**config.mk**
```make
export PLATFORM = sky130hd
export DESIGN_NAME = wb_port_arbiter_flat
export DESIGN_NICKNAME = d
export VERILOG_FILES = /design/src/rtl/wb_port_arbiter_if.sv /design/src/rtl/wb_port_arbiter.sv /design/src/flat_wrapper.sv
export SDC_FILE = /design/constraint.sdc
export NUM_CORES = 1
export LEC_CHECK = 0
export ABC_AREA = 1
export BUFFER_PORTS_ARGS = -buffer_cell sky130_fd_sc_hd__buf_2
export CORE_UTILIZATION = 50
export CTS_CLUSTER_DIAMETER = 100
export CTS_CLUSTER_SIZE = 25
export DETAILED_ROUTE_END_ITERATION = 10
export HOLD_SLACK_MARGIN = 0.12
export PLACE_DENSITY = 0.78
export SLEW_MARGIN = 15
export SYNTH_ARGS = -nofsm -noshare
export SYNTH_HDL_FRONTEND = slang
export SYNTH_SLANG_ARGS = --single-unit
```
**constraint.sdc**
```tcl
create_clock -name clk -period 4.1 [get_ports clk]
set_input_delay 0.615 -clock clk [delete_from_list [all_inputs] [get_ports clk]]
set_output_delay 0.615 -clock clk [all_outputs]
set_load 0.05 [all_outputs]
```
**src/rtl/wb_port_arbiter_if.sv**
```systemverilog
// Bus bundle for wb_port_arbiter: writeback-stage request, multi-cycle result
// input, register-file write port and status outputs.
// "slave" is the arbiter's view; "master" is the surrounding pipeline's view.
interface wb_port_arbiter_if #(
  parameter int DEPTH = 2
);
  localparam int CW = $clog2(DEPTH) + 1;

  logic          RegWriteW;
  logic [4:0]    RdW;
  logic [31:0]   ResultW;
  logic          mc_valid;
  logic [4:0]    mc_rd;
  logic [31:0]   mc_data;
  logic          mc_ready;
  logic          rf_we;
  logic [4:0]    rf_rd;
  logic [31:0]   rf_wd;
  logic          stall_req;
  logic [CW-1:0] buf_count;

  modport master (
    output RegWriteW, RdW, ResultW, mc_valid, mc_rd, mc_data,
    input  mc_ready, rf_we, rf_rd, rf_wd, stall_req, buf_count
  );

  modport slave (
    input  RegWriteW, RdW, ResultW, mc_valid, mc_rd, mc_data,
    output mc_ready, rf_we, rf_rd, rf_wd, stall_req, buf_count
  );
endinterface

```
**src/rtl/wb_port_arbiter.sv**
```systemverilog
// Register-file write-port arbiter between the writeback stage and a
// multi-cycle unit. Multi-cycle results are queued in a small FIFO and written
// on cycles the pipeline does not use the port.
// Optional macro WB_ARB_STARVE_GUARD_EN: builds a starve counter that forces a
// one-cycle pipeline stall so a long-waiting buffered result gets the port.
module wb_port_arbiter #(
  parameter int DEPTH      = 2,
  parameter int STARVE_MAX = 4
) (
  input  logic             clk,
  input  logic             rst,
  wb_port_arbiter_if.slave bus
);
  localparam int PW = (DEPTH > 1) ? $clog2(DEPTH) : 1;
  localparam int CW = $clog2(DEPTH) + 1;

  // FIFO storage; small enough that a same-cycle head read is cheap.
  logic [4:0]    rd_mem_q   [DEPTH];
  logic [31:0]   data_mem_q [DEPTH];

  logic [PW-1:0] wr_ptr_q, wr_ptr_d;
  logic [PW-1:0] rd_ptr_q, rd_ptr_d;
  logic [CW-1:0] count_q, count_d;
  logic          stall_q;

  logic pipe_req;
  logic pipe_grant;
  logic head_grant;
  logic ready;
  logic push;

  // A pipe write to x0 is a no-op and must never take the port from the buffer.
  assign pipe_req   = bus.RegWriteW && (bus.RdW != 5'd0);
  assign pipe_grant = !rst && !stall_q && pipe_req;
  assign head_grant = !rst && !pipe_grant && (count_q != '0);

  // Readiness looks only at the registered count, so a same-cycle pop does
  // not open a slot early.
  assign ready = !rst && (count_q < CW'(DEPTH));
  // Results for x0 are accepted but dropped.
  assign push  = bus.mc_valid && ready && (bus.mc_rd != 5'd0);

  // Next-state for pointers and occupancy; pointers wrap at the power-of-two depth.
  always_comb begin
    wr_ptr_d = wr_ptr_q;
    rd_ptr_d = rd_ptr_q;
    count_d  = count_q + CW'(push) - CW'(head_grant);
    if (push)       wr_ptr_d = wr_ptr_q + PW'(1);
    if (head_grant) rd_ptr_d = rd_ptr_q + PW'(1);
  end

  // Occupancy and pointer registers.
  always_ff @(posedge clk) begin
    if (rst) begin
      wr_ptr_q <= '0;
      rd_ptr_q <= '0;
      count_q  <= '0;
    end else begin
      wr_ptr_q <= wr_ptr_d;
      rd_ptr_q <= rd_ptr_d;
      count_q  <= count_d;
    end
  end

  // Store accepted results at the tail; contents need no reset.
  always_ff @(posedge clk) begin
    if (push) begin
      rd_mem_q[wr_ptr_q]   <= bus.mc_rd;
      data_mem_q[wr_ptr_q] <= bus.mc_data;
    end
  end

`ifdef WB_ARB_STARVE_GUARD_EN
  localparam int SW = $clog2(STARVE_MAX + 1);

  logic [SW-1:0] starve_q, starve_d;
  logic          stall_d;

  // Count consecutive waiting cycles of a non-empty buffer; request a stall
  // once it has waited STARVE_MAX cycles. The stall cycle always pops, so the
  // request lasts exactly one cycle.
  always_comb begin
    starve_d = '0;
    stall_d  = 1'b0;
    if ((count_q != '0) && !head_grant) begin
      starve_d = starve_q + SW'(1);
      stall_d  = (starve_q == SW'(STARVE_MAX - 1));
    end
  end

  // Starve counter and registered stall request.
  always_ff @(posedge clk) begin
    if (rst) begin
      starve_q <= '0;
      stall_q  <= 1'b0;
    end else begin
      starve_q <= starve_d;
      stall_q  <= stall_d;
    end
  end
`else
  assign stall_q = 1'b0;
`endif

  // Write-port mux: pipe first unless stalled, then buffer head, else idle zeros.
  always_comb begin
    bus.rf_we = 1'b0;
    bus.rf_rd = 5'd0;
    bus.rf_wd = 32'd0;
    if (pipe_grant) begin
      bus.rf_we = 1'b1;
      bus.rf_rd = bus.RdW;
      bus.rf_wd = bus.ResultW;
    end else if (head_grant) begin
      bus.rf_we = 1'b1;
      bus.rf_rd = rd_mem_q[rd_ptr_q];
      bus.rf_wd = data_mem_q[rd_ptr_q];
    end
  end

  assign bus.mc_ready  = ready;
  assign bus.stall_req = !rst && stall_q;
  assign bus.buf_count = rst ? '0 : count_q;
endmodule

```
**src/flat_wrapper.sv**
```systemverilog
// flat-port wrapper written by rule: the top's interface ports become plain ports
module wb_port_arbiter_flat 
#(
  parameter int DEPTH      = 2,
  parameter int STARVE_MAX = 4
)
  (clk, rst, bus_RegWriteW, bus_RdW, bus_ResultW, bus_mc_valid, bus_mc_rd, bus_mc_data, bus_mc_ready, bus_rf_we, bus_rf_rd, bus_rf_wd, bus_stall_req, bus_buf_count);
  wb_port_arbiter_if #(.DEPTH(DEPTH)) bus_i ();
  input  logic clk;
  input  logic rst;
  input wire logic [$bits(bus_i.RegWriteW)-1:0] bus_RegWriteW;
  input wire logic [$bits(bus_i.RdW)-1:0] bus_RdW;
  input wire logic [$bits(bus_i.ResultW)-1:0] bus_ResultW;
  input wire logic [$bits(bus_i.mc_valid)-1:0] bus_mc_valid;
  input wire logic [$bits(bus_i.mc_rd)-1:0] bus_mc_rd;
  input wire logic [$bits(bus_i.mc_data)-1:0] bus_mc_data;
  output wire logic [$bits(bus_i.mc_ready)-1:0] bus_mc_ready;
  output wire logic [$bits(bus_i.rf_we)-1:0] bus_rf_we;
  output wire logic [$bits(bus_i.rf_rd)-1:0] bus_rf_rd;
  output wire logic [$bits(bus_i.rf_wd)-1:0] bus_rf_wd;
  output wire logic [$bits(bus_i.stall_req)-1:0] bus_stall_req;
  output wire logic [$bits(bus_i.buf_count)-1:0] bus_buf_count;
  assign bus_i.RegWriteW = bus_RegWriteW;
  assign bus_i.RdW = bus_RdW;
  assign bus_i.ResultW = bus_ResultW;
  assign bus_i.mc_valid = bus_mc_valid;
  assign bus_i.mc_rd = bus_mc_rd;
  assign bus_i.mc_data = bus_mc_data;
  assign bus_mc_ready = bus_i.mc_ready;
  assign bus_rf_we = bus_i.rf_we;
  assign bus_rf_rd = bus_i.rf_rd;
  assign bus_rf_wd = bus_i.rf_wd;
  assign bus_stall_req = bus_i.stall_req;
  assign bus_buf_count = bus_i.buf_count;
  wb_port_arbiter #(.DEPTH(DEPTH), .STARVE_MAX(STARVE_MAX)) u_core (.clk(clk), .rst(rst), .bus(bus_i));
endmodule
```
==> flow_metrics.tcl <==
set metrics [dict create \
    ys_warn_count 0 \
    netlist_area_mm2 0.00345 \
    grt_usage_pct 19.1 \
    whs_ns 0.459 \
    start_util_pct 53.1 \
    pre_cts_ws_ns 1.11 \
    grt_pass1_vias 2379 \
    finalHoldViolations 0 \
    finalClockSkew_ns 0.00793 \
    grt_pass1_wl_um 10400 \
    vias_per_cell 5.04 \
    tns_ns 0 \
    die_area_mm2 0.00723 \
    dr.pass1.iters 4 \
    yosysTopAreaCellShare_pct 64.5 \
    ys_types 21 \
    fillCellCount 507 \
    antenna_left 0 \
    synth_flop_cell "edfxtp_1" \
    syn_area_per_cell_um2 12.2 \
    cts_resized 0 \
    seq_area_frac_synth_pct 67.4 \
    arrival_ns 2.34 \
    vdd_drop_max_v 0.000236 \
    nets 481 \
    grt_start_max_net_pins 38 \
    end_kind "primary output" \
    vias 2430 \
    die_h_um 85.0 \
    synthArstFlopShare_pct 0 \
    port_buffers 118 \
    clkLatencyLatePin_ns 0.34 \
    p_leak_nw 1.91 \
    status "completed" \
    hold_buffers 0 \
    power_density_mw_per_mm2 442 \
    setup_viol 0 \
    path_clk_slew_ns 0.08 \
    worstPathMaxFanout 23 \
    yosysTopAreaCell "edfxtp_1" \
    synth_area_leaders "edfxtp_1 64%, nand2_1 13%, mux2_2 12%" \
    fin_ws_ns 1.14 \
    drive_gt1_share_pct 44.2 \
    gp_congestion 0.747 \
    rsz0062_at_grt "no" \
    post-route-period-util_pct 72.1 \
    timing.setup.critical_path_class "input pin to primary output" \
    synth_edf_count 74 \
    grt_antenna_before_repair 0 \
    ys_ff_latch 79 \
    relSlewSlack_pct 25.4 \
    drc 0 \
    rrSetupSlack_ns 2.04 \
    grt-ovfl-total 0 \
    max_freq_mhz 338 \
    cts_made_buffers 9 \
    final_cells 482 \
    placedCellCount 467 \
    io-pin-count 120 \
    syn_inst 282 \
    die_w_um 85.0 \
    cts_root_buffer "clkbuf_8" \
    tightestPinTransition_ns 1.12 \
    cts_setup_buffers 0 \
    power_mw 1.89 \
    r2r_cells 3 \
    area_growth_pct 23.9 \
    cts_tree "built" \
    slew_violations 0 \
    yosysMostFrequentCell "nand2_1" \
    fin_crit_ns 2.96 \
    drtIter0Drc 92 \
    rows 29 \
    diodes 0 \
    crit_path_start_kind "input pin" \
    syn_nets 362 \
    wire_per_inst_um 13.8 \
    hold_path_depth 1 \
    cts.sinks 79 \
    required_ns 3.48 \
    cts_max_path_buffers 2 \
    cts_htree_levels 3 \
    synth_top_cells_by_count "116 x nand2_1, 74 x edfxtp_1, 37 x mux2_2" \
    dp.final_hpwl_um 4460 \
    hp-class "input pin to register" \
    core_area_mm2 0.00649 \
    routed_wl_um 6640 \
    cap_violations 0 \
]
==> layout make-up <==
type	count	area, µm²	share of cell area, %
multi-input cells	181	1030	24.0
well taps	77	96.3	2.26
clock buffers	10	128	2.99
clock inverters	5	50.0	1.17
flip-flops and latches	79	2320	54.4
inverters	9	33.8	0.791
repair buffers	121	613	14.4
==> critical path: stages <==
cell	delay (ns)
buf_2	0.09
nor2_1	0.05
nand3_1	0.14
nand2_1	0.11
nor2_2	0.50
buf_4	0.37
nand2_1	0.10
nand2_1	0.09
buf_2	0.26
==> sequential cells by signal, indices dropped and copies added, names as in the netlist, named ones only <==
register and count:
u_core.rd_mem_q 10, u_core.rd_ptr_q 1, u_core.count_q 2, u_core.wr_ptr_q 1, u_core.data_mem_q 64
==> layout by cell type, fill, tap and decap left out, drive strengths merged <==
cell / count
clkbuf: 10
conb: 1
clkinv: 4
nor3b: 1
mux2: 37
nand2: 116
xnor2: 1
nor3: 1
or2: 1
dfxtp: 5
buf: 121
edfxtp: 74
nor2: 13
inv: 9
bufinv: 1
a21oi: 4
ha: 2
o21ai: 1
nand3: 3
==> routing by layer <==
layer | global-route usage, % | vias to the layer above | wire length, µm
met4 | 9.86 | 0 | 144
met2 | 35.3 | 98 | 3350
met1 | 20.8 | 1124 | 2730
li1 | - | 1195 | -
met3 | 3.60 | 13 | 411
met5 | 0 | - | 0
==> cell families (layout without fill, tap and decap cells) <==
kind of cell / count (synthesis) / after routing / synth area share [%]
buf+inv: 22 / 145 / 3.38
mux: 37 / 37 / 12.1
xor+xnor: 1 / 1 / 0.254
other cells: 1 / 1 / 0.109
fa+ha+maj: 2 / 2 / 0.726
flops: 79 / 79 / 67.4
compound gates: 5 / 5 / 0.835
simple gates: 135 / 135 / 15.2
==> worst paths after layout <==
| check | from | to |
|---|---|---|
| setup / recovery | bus_RdW[2] | bus_rf_wd[9] |
| setup reg to reg | u_core.count_q[1] | u_core.data_mem_q[0][16] |
| hold / removal | bus_mc_data[30] | u_core.data_mem_q[1][30] |
| hold reg to reg | u_core.rd_ptr_q | register |
==> where the power goes <==
group | leakage, nW | switching [mW] | internal (mW)
registers | 0.719 | 0.0259 | 0.930
logic | 1.10 | 0.270 | 0.127
clock network | 0.0957 | 0.260 | 0.274
total | 1.91 | 0.556 | 1.33
==> per-stage QoR <==
stage	utilization, %	instance area (µm²)
after floorplan	-	3450
after global placement	63.0	4090
after detailed placement	63.0	4090
after CTS	65.7	4270
after global routing	65.7	4270
final	65.7	4270
(Power assumes the default switching activity.)
